<file path="src/rtl/taxi_fare_core.sv">
// Taximeter core: metering FSM, fare calculation, sequential BCD conversion and
// a multiplexed 7-segment display driver, all in the clk_50MHz domain.
module taxi_fare_core #(
  parameter int unsigned CNT_W          = 17,
  parameter int unsigned DIGITS         = 5,
  parameter int unsigned SPEED_W        = 4,
  parameter int unsigned TICK_DIV       = 50_000_000,
  parameter int unsigned SCAN_DIV       = 125_000,
  parameter int unsigned START_FARE     = 30,
  parameter int unsigned START_UNITS    = 10,
  parameter int unsigned DEF_UNIT_PRICE = 7
) (
  input  logic               clk_50MHz,
  input  logic               rst,
  input  logic               start,
  input  logic               pause,
  input  logic               leap,
  input  logic [SPEED_W-1:0] speed,
  input  logic               cfg_req,
  input  logic [3:0]         cfg_price,
  input  logic [1:0]         disp_sel,
  output logic [CNT_W-1:0]   fare,
  output logic [1:0]         state_o,
  output logic               tick_o,
  output logic               power_on,
  output logic               pricing_mode,
  output logic [DIGITS-1:0]  sm_wei,
  output logic [7:0]         sm_duan
);

  typedef enum logic [1:0] {IDLE = 2'b00, RUN = 2'b01, PAUSE = 2'b10, CONFIG = 2'b11} state_t;

  localparam int unsigned TICK_W = (TICK_DIV > 1) ? $clog2(TICK_DIV) : 1;
  localparam int unsigned SCAN_W = (SCAN_DIV > 1) ? $clog2(SCAN_DIV) : 1;
  localparam int unsigned DIG_W  = (DIGITS > 1) ? $clog2(DIGITS) : 1;
  localparam int unsigned BIT_W  = $clog2(CNT_W + 1);
  localparam int unsigned INC_W  = CNT_W + 1;
  localparam int unsigned FW     = CNT_W + 6;
  localparam int unsigned BCD_W  = 4 * DIGITS;

  function automatic logic [63:0] pow10(input int unsigned n);
    logic [63:0] r;
    r = 64'd1;
    for (int unsigned i = 0; i < n; i++) r = r * 64'd10;
    return r;
  endfunction

  localparam logic [63:0]      DISP_MAX = pow10(DIGITS) - 64'd1;
  localparam logic [BCD_W-1:0] NINES    = {DIGITS{4'h9}};

  function automatic logic [7:0] seg7(input logic [3:0] d);
    case (d)
      4'h0: return 8'hC0;  4'h1: return 8'hF9;  4'h2: return 8'hA4;  4'h3: return 8'hB0;
      4'h4: return 8'h99;  4'h5: return 8'h92;  4'h6: return 8'h82;  4'h7: return 8'hF8;
      4'h8: return 8'h80;  4'h9: return 8'h90;  4'hA: return 8'h88;  4'hB: return 8'h83;
      4'hC: return 8'hC6;  4'hD: return 8'hA1;  4'hE: return 8'h86;  default: return 8'h8E;
    endcase
  endfunction

  state_t             state_q;
  logic [CNT_W-1:0]   dist_q, wait_q, fare_q;
  logic [3:0]         price_q;
  logic [TICK_W-1:0]  tick_cnt_q;
  logic               tick_q;

  // Free-running metering tick: one-cycle enable every TICK_DIV cycles.
  always_ff @(posedge clk_50MHz) begin
    if (rst) begin
      tick_cnt_q <= '0;
      tick_q     <= 1'b0;
    end else if (tick_cnt_q == TICK_W'(TICK_DIV - 1)) begin
      tick_cnt_q <= '0;
      tick_q     <= 1'b1;
    end else begin
      tick_cnt_q <= tick_cnt_q + 1'b1;
      tick_q     <= 1'b0;
    end
  end

  logic [SPEED_W:0]   step;
  logic [CNT_W:0]     dist_sum, wait_sum, u_sum;
  logic [CNT_W-1:0]   dist_inc, wait_inc, fare_calc;
  logic [FW-1:0]      fare_w;

  // Saturating increments and the fare formula for the current counter values.
  always_comb begin
    step     = leap ? {speed, 1'b0} : {1'b0, speed};
    dist_sum = {1'b0, dist_q} + INC_W'(step);
    wait_sum = {1'b0, wait_q} + (leap ? INC_W'(2) : INC_W'(1));
    dist_inc = dist_sum[CNT_W] ? '1 : dist_sum[CNT_W-1:0];
    wait_inc = wait_sum[CNT_W] ? '1 : wait_sum[CNT_W-1:0];
    u_sum    = {1'b0, dist_q} + {1'b0, wait_q};
    if (u_sum <= INC_W'(START_UNITS))
      fare_w = FW'(START_FARE);
    else
      fare_w = FW'(START_FARE) + FW'(u_sum - INC_W'(START_UNITS)) * FW'(price_q);
    fare_calc = (|fare_w[FW-1:CNT_W]) ? '1 : fare_w[CNT_W-1:0];
  end

  // Trip FSM with metering counters, registered fare and unit price.
  always_ff @(posedge clk_50MHz) begin
    if (rst) begin
      state_q <= IDLE;
      dist_q  <= '0;
      wait_q  <= '0;
      fare_q  <= '0;
      price_q <= 4'(DEF_UNIT_PRICE);
    end else begin
      case (state_q)
        IDLE: begin
          dist_q <= '0;
          wait_q <= '0;
          if (start) begin
            state_q <= RUN;
            fare_q  <= CNT_W'(START_FARE);
          end else begin
            fare_q <= '0;
            if (cfg_req) state_q <= CONFIG;
          end
        end
        RUN: begin
          fare_q <= fare_calc;
          if (!start)     state_q <= IDLE;
          else if (pause) state_q <= PAUSE;
          else if (tick_q) begin
            if (speed != '0) dist_q <= dist_inc;
            else             wait_q <= wait_inc;
          end
        end
        PAUSE: begin
          fare_q <= fare_calc;
          if (!start)      state_q <= IDLE;
          else if (!pause) state_q <= RUN;
        end
        default: begin
          fare_q <= '0;
          if (cfg_req) begin
            state_q <= IDLE;
            if (cfg_price != 4'd0) price_q <= cfg_price;
          end
        end
      endcase
    end
  end

  logic [CNT_W-1:0] val_sel, lat_q, sh_q;
  logic [BCD_W-1:0] acc_q, adj, bcd_q;
  logic [BIT_W-1:0] bit_q;

  // Display source selection and add-3 correction of the BCD accumulator.
  always_comb begin
    case (disp_sel)
      2'b00:   val_sel = fare_q;
      2'b01:   val_sel = dist_q;
      2'b10:   val_sel = wait_q;
      default: val_sel = CNT_W'(price_q) * CNT_W'(10);
    endcase
    adj = acc_q;
    for (int unsigned i = 0; i < DIGITS; i++)
      if (acc_q[4*i +: 4] >= 4'd5) adj[4*i +: 4] = acc_q[4*i +: 4] + 4'd3;
  end

  // Sequential double-dabble; a changed source restarts the pass so the
  // BCD register never lags a new value by more than one full conversion.
  always_ff @(posedge clk_50MHz) begin
    if (rst) begin
      lat_q <= '0;
      sh_q  <= '0;
      acc_q <= '0;
      bit_q <= '0;
      bcd_q <= '0;
    end else if (val_sel != lat_q) begin
      lat_q <= val_sel;
      sh_q  <= val_sel;
      acc_q <= '0;
      bit_q <= '0;
    end else if (bit_q != BIT_W'(CNT_W)) begin
      acc_q <= {adj[BCD_W-2:0], sh_q[CNT_W-1]};
      sh_q  <= {sh_q[CNT_W-2:0], 1'b0};
      bit_q <= bit_q + 1'b1;
    end else begin
      bcd_q <= (64'(lat_q) > DISP_MAX) ? NINES : acc_q;
      sh_q  <= lat_q;
      acc_q <= '0;
      bit_q <= '0;
    end
  end

  logic [SCAN_W-1:0] scan_cnt_q;
  logic [DIG_W-1:0]  dig_q, dig_d;
  logic [DIGITS-1:0] blank, sm_wei_q;
  logic [7:0]        sm_duan_q;
  logic [3:0]        cur_digit;
  logic              nz;

  // Next scanned digit and leading-zero blanking mask (digit0 always shown).
  always_comb begin
    if (scan_cnt_q == SCAN_W'(SCAN_DIV - 1))
      dig_d = (dig_q == DIG_W'(DIGITS - 1)) ? '0 : dig_q + 1'b1;
    else
      dig_d = dig_q;
    blank = '0;
    nz    = 1'b0;
    for (int unsigned k = 0; k < DIGITS - 1; k++) begin
      nz                 = nz | (bcd_q[4*(DIGITS-1-k) +: 4] != 4'd0);
      blank[DIGITS-1-k]  = ~nz;
    end
    cur_digit = bcd_q[4*dig_d +: 4];
  end

  // Display scan: digit select and segment pattern registered together.
  always_ff @(posedge clk_50MHz) begin
    if (rst) begin
      scan_cnt_q <= '0;
      dig_q      <= '0;
      sm_wei_q   <= ~DIGITS'(1);
      sm_duan_q  <= 8'hC0;
    end else begin
      scan_cnt_q <= (scan_cnt_q == SCAN_W'(SCAN_DIV - 1)) ? '0 : scan_cnt_q + 1'b1;
      dig_q      <= dig_d;
      sm_wei_q   <= ~(DIGITS'(1) << dig_d);
      sm_duan_q  <= blank[dig_d] ? 8'hFF : seg7(cur_digit);
    end
  end

  assign fare         = fare_q;
  assign state_o      = state_q;
  assign tick_o       = tick_q;
  assign power_on     = (state_q == RUN) || (state_q == PAUSE);
  assign pricing_mode = (state_q == CONFIG);
  assign sm_wei       = sm_wei_q;
  assign sm_duan      = sm_duan_q;

endmodule

</file>
<file path="config.mk">
export PLATFORM = sky130hd
export DESIGN_NAME = taxi_fare_core
export DESIGN_NICKNAME = d
export VERILOG_FILES = /design/src/rtl/taxi_fare_core.sv
export SDC_FILE = /design/constraint.sdc
export NUM_CORES = 1
export LEC_CHECK = 0
export BUFFER_PORTS_ARGS = -buffer_cell sky130_fd_sc_hd__buf_2
export CAP_MARGIN = 20
export CORE_MARGIN = 4
export CORE_UTILIZATION = 38
export CTS_BUF_LIST = sky130_fd_sc_hd__clkbuf_4
export DETAILED_ROUTE_END_ITERATION = 7
export PLACE_DENSITY_LB_ADDON = 0.08
export SYNTH_ARGS = -nofsm -noshare
export SYNTH_HDL_FRONTEND = slang
export SYNTH_SLANG_ARGS = --single-unit
</file>
<file path="constraint.sdc">
create_clock -name clk_50MHz -period 18.1 [get_ports clk_50MHz]
set_input_delay 5.43 -clock clk_50MHz [delete_from_list [all_inputs] [get_ports clk_50MHz]]
set_output_delay 5.43 -clock clk_50MHz [all_outputs]
set_load 0.05 [all_outputs]
</file>
==> results of run 1 <==
[placed cells by master, fill, tap and decap left out, drive strengths merged, types with 21 or more instances in the layout]
cell	n
fa	44
inv	82
o21ai	81
a211oi	28
nand2	141
nor2b	59
nor3	32
ha	97
a21oi	102
xnor2	49
nand3	57
and2	31
a31oi	24
buf	59
nand2b	21
nor2	174
mux2i	41
dfxtp	195
and3	28
xor2	53
clkbuf	21
[worst paths after layout]
path,startpoint,to,slack [ps],depth (start not counted)
worst min register to register,sh_q[6],sh_q[7],460,2
worst max register to register,dist_q[0],fare[2],9540,24
worst max-delay path,disp_sel[0],acc_q[2],9360,10
worst min-delay path,sh_q[6],sh_q[7],460,2
[cells by family (layout without fill, tap and decap cells)]
| logic type | count (synthesis) | count (layout) | share of synthesized area (%) |
|---|---|---|---|
| XOR/XNOR | 102 | 102 | 6.80 |
| AO/OA/AOI/OAI | 340 | 340 | 16.3 |
| flip-flops | 195 | 195 | 29.5 |
| AND/OR/NAND/NOR | 621 | 621 | 23.1 |
| other | 1 | 2 | 0.0283 |
| multiplexers | 52 | 52 | 4.46 |
| adder cells (fa/ha/maj) | 141 | 141 | 15.8 |
| buffers and inverters | 138 | 170 | 4.04 |
[per-layer routing]
metal  vias to the layer above  track usage (%)  wire, um
met1                      5241             24.9     16800
met4                         0             6.09       960
li1                       5620                -         -
met3                        37             2.37       829
met5                         -                0         0
met2                       124             30.1     16000
[state kept, by name (all words and copies together), names as in the netlist, 17 cells and up]
name / flops
fare: 17
lat_q: 17
wait_q: 17
scan_cnt_q: 17
sh_q: 17
tick_cnt_q: 26
bcd_q: 20
dist_q: 17
acc_q: 20
[layout make-up]
cell class | count | area, um2 | area share, %
Clock inverter | 11 | 153 | 1.07
Tap cell | 455 | 569 | 4.00
Inverter | 79 | 297 | 2.08
Timing Repair Buffer | 59 | 323 | 2.27
Clock buffer | 21 | 158 | 1.11
Antenna cell | 1 | 2.50 | 0.0176
Sequential cell | 195 | 3900 | 27.4
Multi-Input combinational cell | 1257 | 8830 | 62.0
[critical path: cells and delay by family]
kind,cells,cell delay (ps)
AOI/OAI and AO/OA,2,600
xor gates and xnor gates,1,170
buffers and inverters,1,320
and+or+nand+nor,6,2710
[stage by stage]
step                      hold WS, ps  power [mW]
after floorplan                   417        1.03
after global placement            443        1.20
after detailed placement          444        1.20
after CTS                         474        1.47
after global routing              463        1.57
final                             462        1.45
[power by group]
group	switching [mW]	internal, mW
registers	0.0160	0.446
logic	0.452	0.273
clock network	0.159	0.104
total	0.627	0.822
==> run summary, run 1 <==
slowest library cell on the worst path -> nor4_4
Synth Area per Inst -> 8.33 um2
# DRC -> 0
Sink Count -> 195
layout cell share with drive strength beyond 1 -> 7.21%
Final min period -> 8740 ps
Crit path required time -> 18600 ps
Critical Path Most Common Cell -> nor2b_1
First-pass DRT Iterations -> 5
Slew Viols, Final -> 0
Crit Path Category -> primary input to flop
RD Place Congestion -> 0.890
setup tns final -> 0 ps
Die X -> 195 um
LEAKAGE -> 5.76 nW
placed cell count -> 2042
ys async rst share -> 0%
Clock Pin Slew Worst Setup and Hold Paths -> 170 ps
H-tree depth -> 4
Setup Slack @ Placement -> 8700 ps
post-route worst setup slack -> 9360 ps
Syn Inst Count -> 1590
vias in the first global route -> 11.0k
post-synth top area cell -> dfxtp_1
crit end category -> flop
Cell Count, Final, Fillers Out -> 2078
Layout Skew -> 41.4 ps
Post-DP Area -> 13900 um2
Highest Clock Rate -> 0.114 GHz
Area Growth Syn to Fin -> 7.49%
WP data arrival -> 9240 ps
number of antenna violations at the first check in global routing -> 2
Post-CTS Hold Buffers -> 0
Top-Level Pins -> 51
Critical Path Max Stage Delay -> 680 ps
first-pass GRT wire length -> 57300 um
all-layer global routing usage -> 18.3%
FILL cells -> 3503
Worst Tran Pin Value -> 1010 ps
CTS tree -> done
register bit total from synthesis -> 195
most common flop cell mapped by yosys -> dfxtp_1
YS warnings -> 0
die area -> 37900 um2
core area -> 34500 um2
Max Cap Viol -> 0
chip height -> 195 um
Initial Utilization -> 38.4%
CTS buffer count -> 17
Area contributors post-synth -> dfxtp_1, ha_1, fa_1, nor2_1, nand2_1
cell with the most instances after synthesis -> dfxtp_1
CP Launch Type -> primary input
Final Setup Violations -> 0
Via-to-Cell Ratio -> 5.30
NumNets Final -> 1766
GRT Residual Overflow -> 0
post-cts gate resize count -> 0
hpwl dp -> 26600 um
final hold viol count -> 0
DRT Wirelength -> 34600 um
slew margin rel. -> 32.3%
CP cell instances -> buf_2, nor2b_1, a2bb2oi_1, xnor2_1, nor4_1, nand4_1, nor4_4, nor2b_1, nand2_1, a211oi_1
Cell variety after synth -> 78
largest net degree at the start of global routing -> 78
Initial DRC Count -> 582
vias after detailed routing -> 11.0k
Syn Nets -> 1747
Synth top area share -> 29.5%
std cell rows -> 68
most instantiated cells after synthesis -> dfxtp_1, nor2_1, nand2_1
outcome -> finished, final reports clean
Post-synth EDFFs -> 0
latest clock arrival within the worst-skew pair -> 610 ps
maximum VDD drop -> 0.185 mV
Max FO, Critical Path -> 24
WL/cell -> 16.7 um
Finished Cell Area -> 14200 um2
root buf cell -> clkbuf_4
final core utilization -> 41.3%
worst hold path class -> flop to flop
RSZ-0062 raised after global routing -> no
I/O Buffers -> 49
Post-CTS Setup Repair Bufs -> 0
sequential share of the synthesized area -> 29.5%
Mapped Area -> 13200 um2
CTS max path bufs -> 2
Post-DRT Antenna Nets -> 0
Pwr per Cell Area -> 102 nW/um2
Period Utilization, post-route -> 48.3%
(Power assumes the default switching activity.)
==> inputs of run 2 (changes only) <==
- clock period: 18.1 -> 8.1 ns (I/O delays scaled with it)
==> run 2 against run 1 <==
  * Die area unchanged
  * Core utilization is 0.080 points higher
  * Worst hold slack got worse by 1.9 ps
  * Register-to-register slack worse by 9000 ps
  * Power up 120%
  * Setup slack lost 8800 ps
  * Via count about the same
  * Global-route usage decreased by 0.12 points
  * Wire length rose by 0.69%
  * Non-clock buffer count increased by 4
  * Highest routed layer unchanged
  * Sequential share of layout area decreased by 0.053 points
  * Final area increased by 0.19%
==> run summary, run 2 (same netlist as run 1, synthesis figures left out) <==
H-tree depth -> 4 (unchanged)
setup tns final -> 0 ps (unchanged)
Reg2Reg Depth -> 27 (+13%)
Pwr per Cell Area -> 228 nW/um2 (+120%)
Final min period -> 7540 ps
slack of the worst reg-to-reg path -> 560 ps (-8980 ps)
Clock Pin Slew Worst Setup and Hold Paths -> 170 ps (about the same)
Die X -> 195 um (unchanged)
First-pass DRT Iterations -> 5 (unchanged)
commonest cells after routing, fill and taps aside -> dfxtp_1, nor2_1, nand2_1, a21oi_1, ha_1
GRT Residual Overflow -> 0 (unchanged)
biggest regs -> tick_cnt_q: 26 flops, acc_q: 20 flops, bcd_q: 20 flops
die area -> 37900 um2 (unchanged)
Post-DRT Antenna Nets -> 0 (unchanged)
Sink Count -> 195 (unchanged)
CP Launch Type -> flop
layout cell share with drive strength beyond 1 -> 7.50% (+0.29 points)
Critical Path End -> fare[2]
largest reg by FF count -> tick_cnt_q
WP data arrival -> 8000 ps (-1240 ps)
Max FO, Critical Path -> 17 (-29%)
outcome -> finished, final reports clean
core area -> 34500 um2 (unchanged)
Max Cap Viol -> 0 (unchanged)
Post-DP Area -> 13900 um2 (+0.32%)
Reg-to-Reg End -> fare[2]
Critical Path Max Stage Delay -> 600 ps (-80 ps)
Finished Cell Area -> 14300 um2 (+0.19%)
# DRC -> 0 (unchanged)
LEAKAGE -> 5.78 nW (+0.40%)
worst hold path class -> flop to flop
Period Utilization, post-route -> 93.0%
number of antenna violations at the first check in global routing -> 1 (-1)
final hold viol count -> 0 (unchanged)
I/O Buffers -> 49 (unchanged)
crit end category -> flop
Final Setup Violations -> 0 (unchanged)
vias in the first global route -> 10.7k (-2.3%)
CTS max path bufs -> 2 (unchanged)
Crit Path Category -> flop to flop
DRT Wirelength -> 34800 um (+0.69%)
RSZ-0062 raised after global routing -> no
worst hold slack -> 461 ps (-1.89 ps)
Reg2Reg Launch Point -> dist_q[0]
CTS tree -> done
total power -> 3.25 mW (+120%)
Top-Level Pins -> 51 (unchanged)
Highest Clock Rate -> 0.133 GHz
root buf cell -> clkbuf_4
WL/cell -> 16.7 um (+0.45%)
vias after detailed routing -> 11.0k (+0.082%)
Post-CTS Setup Repair Bufs -> 0 (unchanged)
latest clock arrival within the worst-skew pair -> 610 ps (about the same)
Worst Tran Pin Value -> 1020 ps (+4.89 ps)
slowest library cell on the worst path -> or4_1
CP startpoint -> dist_q[0]
Layout Skew -> 29.6 ps (-11.8 ps)
std cell rows -> 68 (unchanged)
max reg flops -> 26 (unchanged)
Initial Utilization -> 38.4% (unchanged)
Crit path required time -> 8560 ps (-10040 ps)
largest net degree at the start of global routing -> 78 (unchanged)
all-layer global routing usage -> 18.2% (-0.12 points)
NumNets Final -> 1770 (+0.23%)
first-pass GRT wire length -> 56900 um (-0.66%)
slew margin rel. -> 31.8% (-0.52 points)
final core utilization -> 41.4% (+0.080 points)
Via-to-Cell Ratio -> 5.30 (-0.16%)
hpwl dp -> 26600 um (-0.16%)
CTS buffer count -> 17 (unchanged)
RD Place Congestion -> 0.846 (-4.9%)
chip height -> 195 um (unchanged)
Slew Viols, Final -> 0 (unchanged)
Area Growth Syn to Fin -> 7.70%
maximum VDD drop -> 0.445 mV (+140%)
Initial DRC Count -> 746 (+28%)
commonest non-fill, non-tap cell in the layout -> dfxtp_1
-- run 2: cell count changes in the layout (fill, tap and decap cells not counted), sizes merged --
cell	change
bufinv	-2
buf	+4
diode	+1
clkinv	+3
inv	+4
clkinvlp	-2
clkbuf	-3
-- run 2: through the flow --
step	std cells	worst slack [ps]
2_1_floorplan	1590	751
3_3_place_gp	2048	707
3_5_place_dp	2048	449
4_1_cts	2080	408
5_1_grt	2082	18.9
6_report	2083	563
-- run 2: worst min path at each step --
stage,from,endpoint,slack [ps],cells after the start
finish,sh_q[6],sh_q[7],460,2
global route,sh_q[6],sh_q[7],490,2
CTS,sh_q[6],sh_q[7],470,2
detailed placement,sh_q[6],sh_q[7],440,2
global placement,sh_q[6],sh_q[7],430,2
floorplan,sh_q[6],sh_q[7],420,2
-- run 2: final cells by class --
cell class                 instances  area [um2]
tap                              455         569
inverter                          79         297
multi-input combinational       1257        8830
clock inverter                    14         163
sequential                       195        3900
timing repair buffer              63         353
antenna                            2        5.00
clock buffer                      18         135
fill                            3582       20200
-- run 2: power breakdown --
group | internal, mW | switching [mW]
combinational | 0.637 | 1.02
sequential | 0.997 | 0.0390
clock | 0.172 | 0.388
total | 1.81 | 1.45
-- run 2: timing repair --
| item | CTS | global route |
|---|---|---|
| setup endpoints to repair | 0 | 17 |
| hold buffers | 0 | 0 |
| resized for setup | 0 | 2 |
-- run 2: critical path, delay by kind of cell, from the launching register on --
| family | cells | cell delay, ps |
|---|---|---|
| compound gates | 12 | 2840 |
| simple gates | 4 | 1060 |
| buf+inv | 3 | 370 |
| flops | 1 | 390 |
| fa+ha+maj | 6 | 2400 |
| xor+xnor | 2 | 330 |
-- run 2: metal layers --
metal	vias to the layer above	global-route usage [%]	wire (um)	share of wire (%)
met1	5234	25.4	16800	48
met4	0	3.96	463	1.3
met5	-	0	0	0
met3	26	2.67	1080	3.1
li1	5621	-	-	-
met2	150	30.0	16500	47
==> inputs of run 3 (changes only) <==
--- a/config.mk
+++ b/config.mk
@@ -9,2 +9,4 @@
 export CAP_MARGIN = 20
+export CELL_PAD_IN_SITES_DETAIL_PLACEMENT = 1
+export CELL_PAD_IN_SITES_GLOBAL_PLACEMENT = 1
 export CORE_MARGIN = 4
==> constraint.sdc (replaced) <==
create_clock -name clk_50MHz -period 8.1 [get_ports clk_50MHz]
set_input_delay 0.405 -clock clk_50MHz [delete_from_list [all_inputs] [get_ports clk_50MHz]]
set_output_delay 0.405 -clock clk_50MHz [all_outputs]
set_load 0.05 [all_outputs]
==> run 3 against run 2 <==
  * Count of clock-buffer cells in the layout shrank 1
  * Final area grew 0.56%
  * First-iteration DRC count shrank 45%
  * Maximum frequency shrank 0.74%
  * Die area is the same
  * Power grew 1.2%
  * Global-route usage grew 2.3 points
  * Critical path depth is the same
  * Cell count grew 0.24%
==> run summary, run 3 (same netlist as run 1, synthesis figures left out) <==
outcome -> finished, final reports clean
Die X -> 195 um (unchanged)
CTS buffer count -> 17 (unchanged)
NumNets Final -> 1775 (+0.28%)
number of antenna violations at the first check in global routing -> 3 (+2)
Post-CTS Setup Repair Bufs -> 0 (unchanged)
Initial DRC Count -> 412 (-45%)
largest net degree at the start of global routing -> 55 (-29%)
Layout Skew -> 41.1 ps (+11.4 ps)
crit end category -> flop
vias after detailed routing -> 11.4k (+3.3%)
Slew Viols, Final -> 0 (unchanged)
Sink Count -> 195 (unchanged)
CTS tree -> done
Max FO, Critical Path -> 17 (unchanged)
latest clock arrival within the worst-skew pair -> 670 ps (+60 ps)
Top-Level Pins -> 51 (unchanged)
hold depth -> 4 (+2)
Period Utilization, post-route -> 93.7% (+0.69 points)
worst hold path class -> primary input to flop
Post-DRT Antenna Nets -> 0 (unchanged)
maximum VDD drop -> 0.244 mV (-45%)
first-pass GRT wire length -> 63500 um (+12%)
First-pass DRT Iterations -> 5 (unchanged)
Initial Utilization -> 38.4% (unchanged)
RD Place Congestion -> 0.814 (-3.8%)
CP Launch Type -> flop
placed cell count -> 2050 (+0.098%)
commonest cells after routing, fill and taps aside -> dfxtp_1, nor2_1, nand2_1, a21oi_1, ha_1
all-layer global routing usage -> 20.4% (+2.3 points)
chip height -> 195 um (unchanged)
H-tree depth -> 4 (unchanged)
RSZ-0062 raised after global routing -> no
Via-to-Cell Ratio -> 5.46 (+3.0%)
WL/cell -> 18.5 um (+11%)
Pwr per Cell Area -> 230 nW/um2 (+0.62%)
Max Cap Viol -> 0 (unchanged)
vias in the first global route -> 11.8k (+10%)
max reg flops -> 26 (unchanged)
die area -> 37900 um2 (unchanged)
root buf cell -> clkbuf_4
final hold viol count -> 0 (unchanged)
Crit Path Category -> flop to flop
biggest regs -> tick_cnt_q: 26 flops, acc_q: 20 flops, bcd_q: 20 flops
setup tns final -> 0 ps (unchanged)
slew margin rel. -> 30.5% (-1.3 points)
# DRC -> 0 (unchanged)
core area -> 34500 um2 (unchanged)
largest reg by FF count -> tick_cnt_q
DRT Wirelength -> 38600 um (+11%)
GRT Residual Overflow -> 0 (unchanged)
Cell Count, Final, Fillers Out -> 2088 (+0.24%)
std cell rows -> 68 (unchanged)
Final Setup Violations -> 0 (unchanged)
Reg2Reg Depth -> 27 (unchanged)
Final min period -> 7590 ps (+56.0 ps)
LEAKAGE -> 5.81 nW (+0.44%)
Worst Tran Pin Value -> 1040 ps (+23.0 ps)
CTS max path bufs -> 2 (unchanged)
commonest non-fill, non-tap cell in the layout -> dfxtp_1
total power -> 3.29 mW (+1.2%)
Highest Clock Rate -> 0.132 GHz (-0.74%)
hpwl dp -> 29800 um (+12%)
I/O Buffers -> 49 (unchanged)
Crit path required time -> 8620 ps (+60 ps)
WP data arrival -> 8110 ps (+110 ps)
Area Growth Syn to Fin -> 8.31%
layout cell share with drive strength beyond 1 -> 7.60% (+0.10 points)
FILL cells -> 4157 (+16%)
Clock Pin Slew Worst Setup and Hold Paths -> 180 ps (about the same)
-- run 3: worst paths after layout --
check	start	end	slack [ps]
min reg2reg	sh_q[6]	sh_q[7]	450
max	dist_q[0]	fare[2]	510
max reg2reg	dist_q[0]	fare[2]	510
min	cfg_req	state_o[0]	200
-- run 3: worst max-delay path: stages (launching register included) --
cell and delay, ps:
dfxtp_1 380, ha_1 280, fa_1 450, a211oi_2 300, o21ai_1 240, a31oi_2 280
nand3b_1 110, a2111oi_1 500, o21ai_1 250, or4_1 600, xnor2_2 250, nor2b_1 110
fa_1 510, inv_1 50, fa_1 540, inv_1 50, ha_1 280, ha_1 380
a21oi_1 150, o21ai_0 160, o21bai_1 240, a211oi_1 220, o21ai_0 130, a31oi_1 210
xnor2_1 100, nor4_2 270, buf_4 280, a41oi_1 150
-- run 3: final cells by class --
type,count,area [um2],share of cell area (%)
antenna,2,5.00,0.0349
timing repair buffer,68,404,2.82
clock inverter,15,193,1.34
multi-input combinational,1257,8840,61.7
tap,455,569,3.97
inverter,79,297,2.07
sequential,195,3900,27.2
clock buffer,17,128,0.890
-- run 3: where the power goes --
part | leakage, nW | switching (mW) | internal, mW | total (mW)
Clock | 0.165 | 0.435 | 0.153 | 0.588
Sequential | 1.58 | 0.0361 | 0.997 | 1.03
Combinational | 4.07 | 1.03 | 0.639 | 1.67
Total | 5.81 | 1.50 | 1.79 | 3.29
-- run 3: through the flow --
stage                     hold WS (ps)  utilization [%]  setup WS [ps]  area [um2]
after floorplan                    417                -            751       13200
after global placement             432             40.5            571       13900
after detailed placement           437             40.5            303       14000
after CTS                          139             41.6            251       14300
after global routing               173             41.6           21.8       14300
final                              203             41.6            507       14300
-- run 3: metal layers --
layer  global-route usage, %  vias up  share of wire, %
li1                        -     5613                 -
met1                    29.0     5629                50
met2                    33.1      120                45
met3                    3.47       27               3.2
met4                    3.98        2               1.2
met5                       0        -             0.018
-- run 3: repair_timing --
action / in CTS / in global routing
resized for setup: 0 / 3
endpoints found under the setup margin: 0 / 17
endpoints found under the hold margin: 4 / 0
hold buffers: 4 / 0
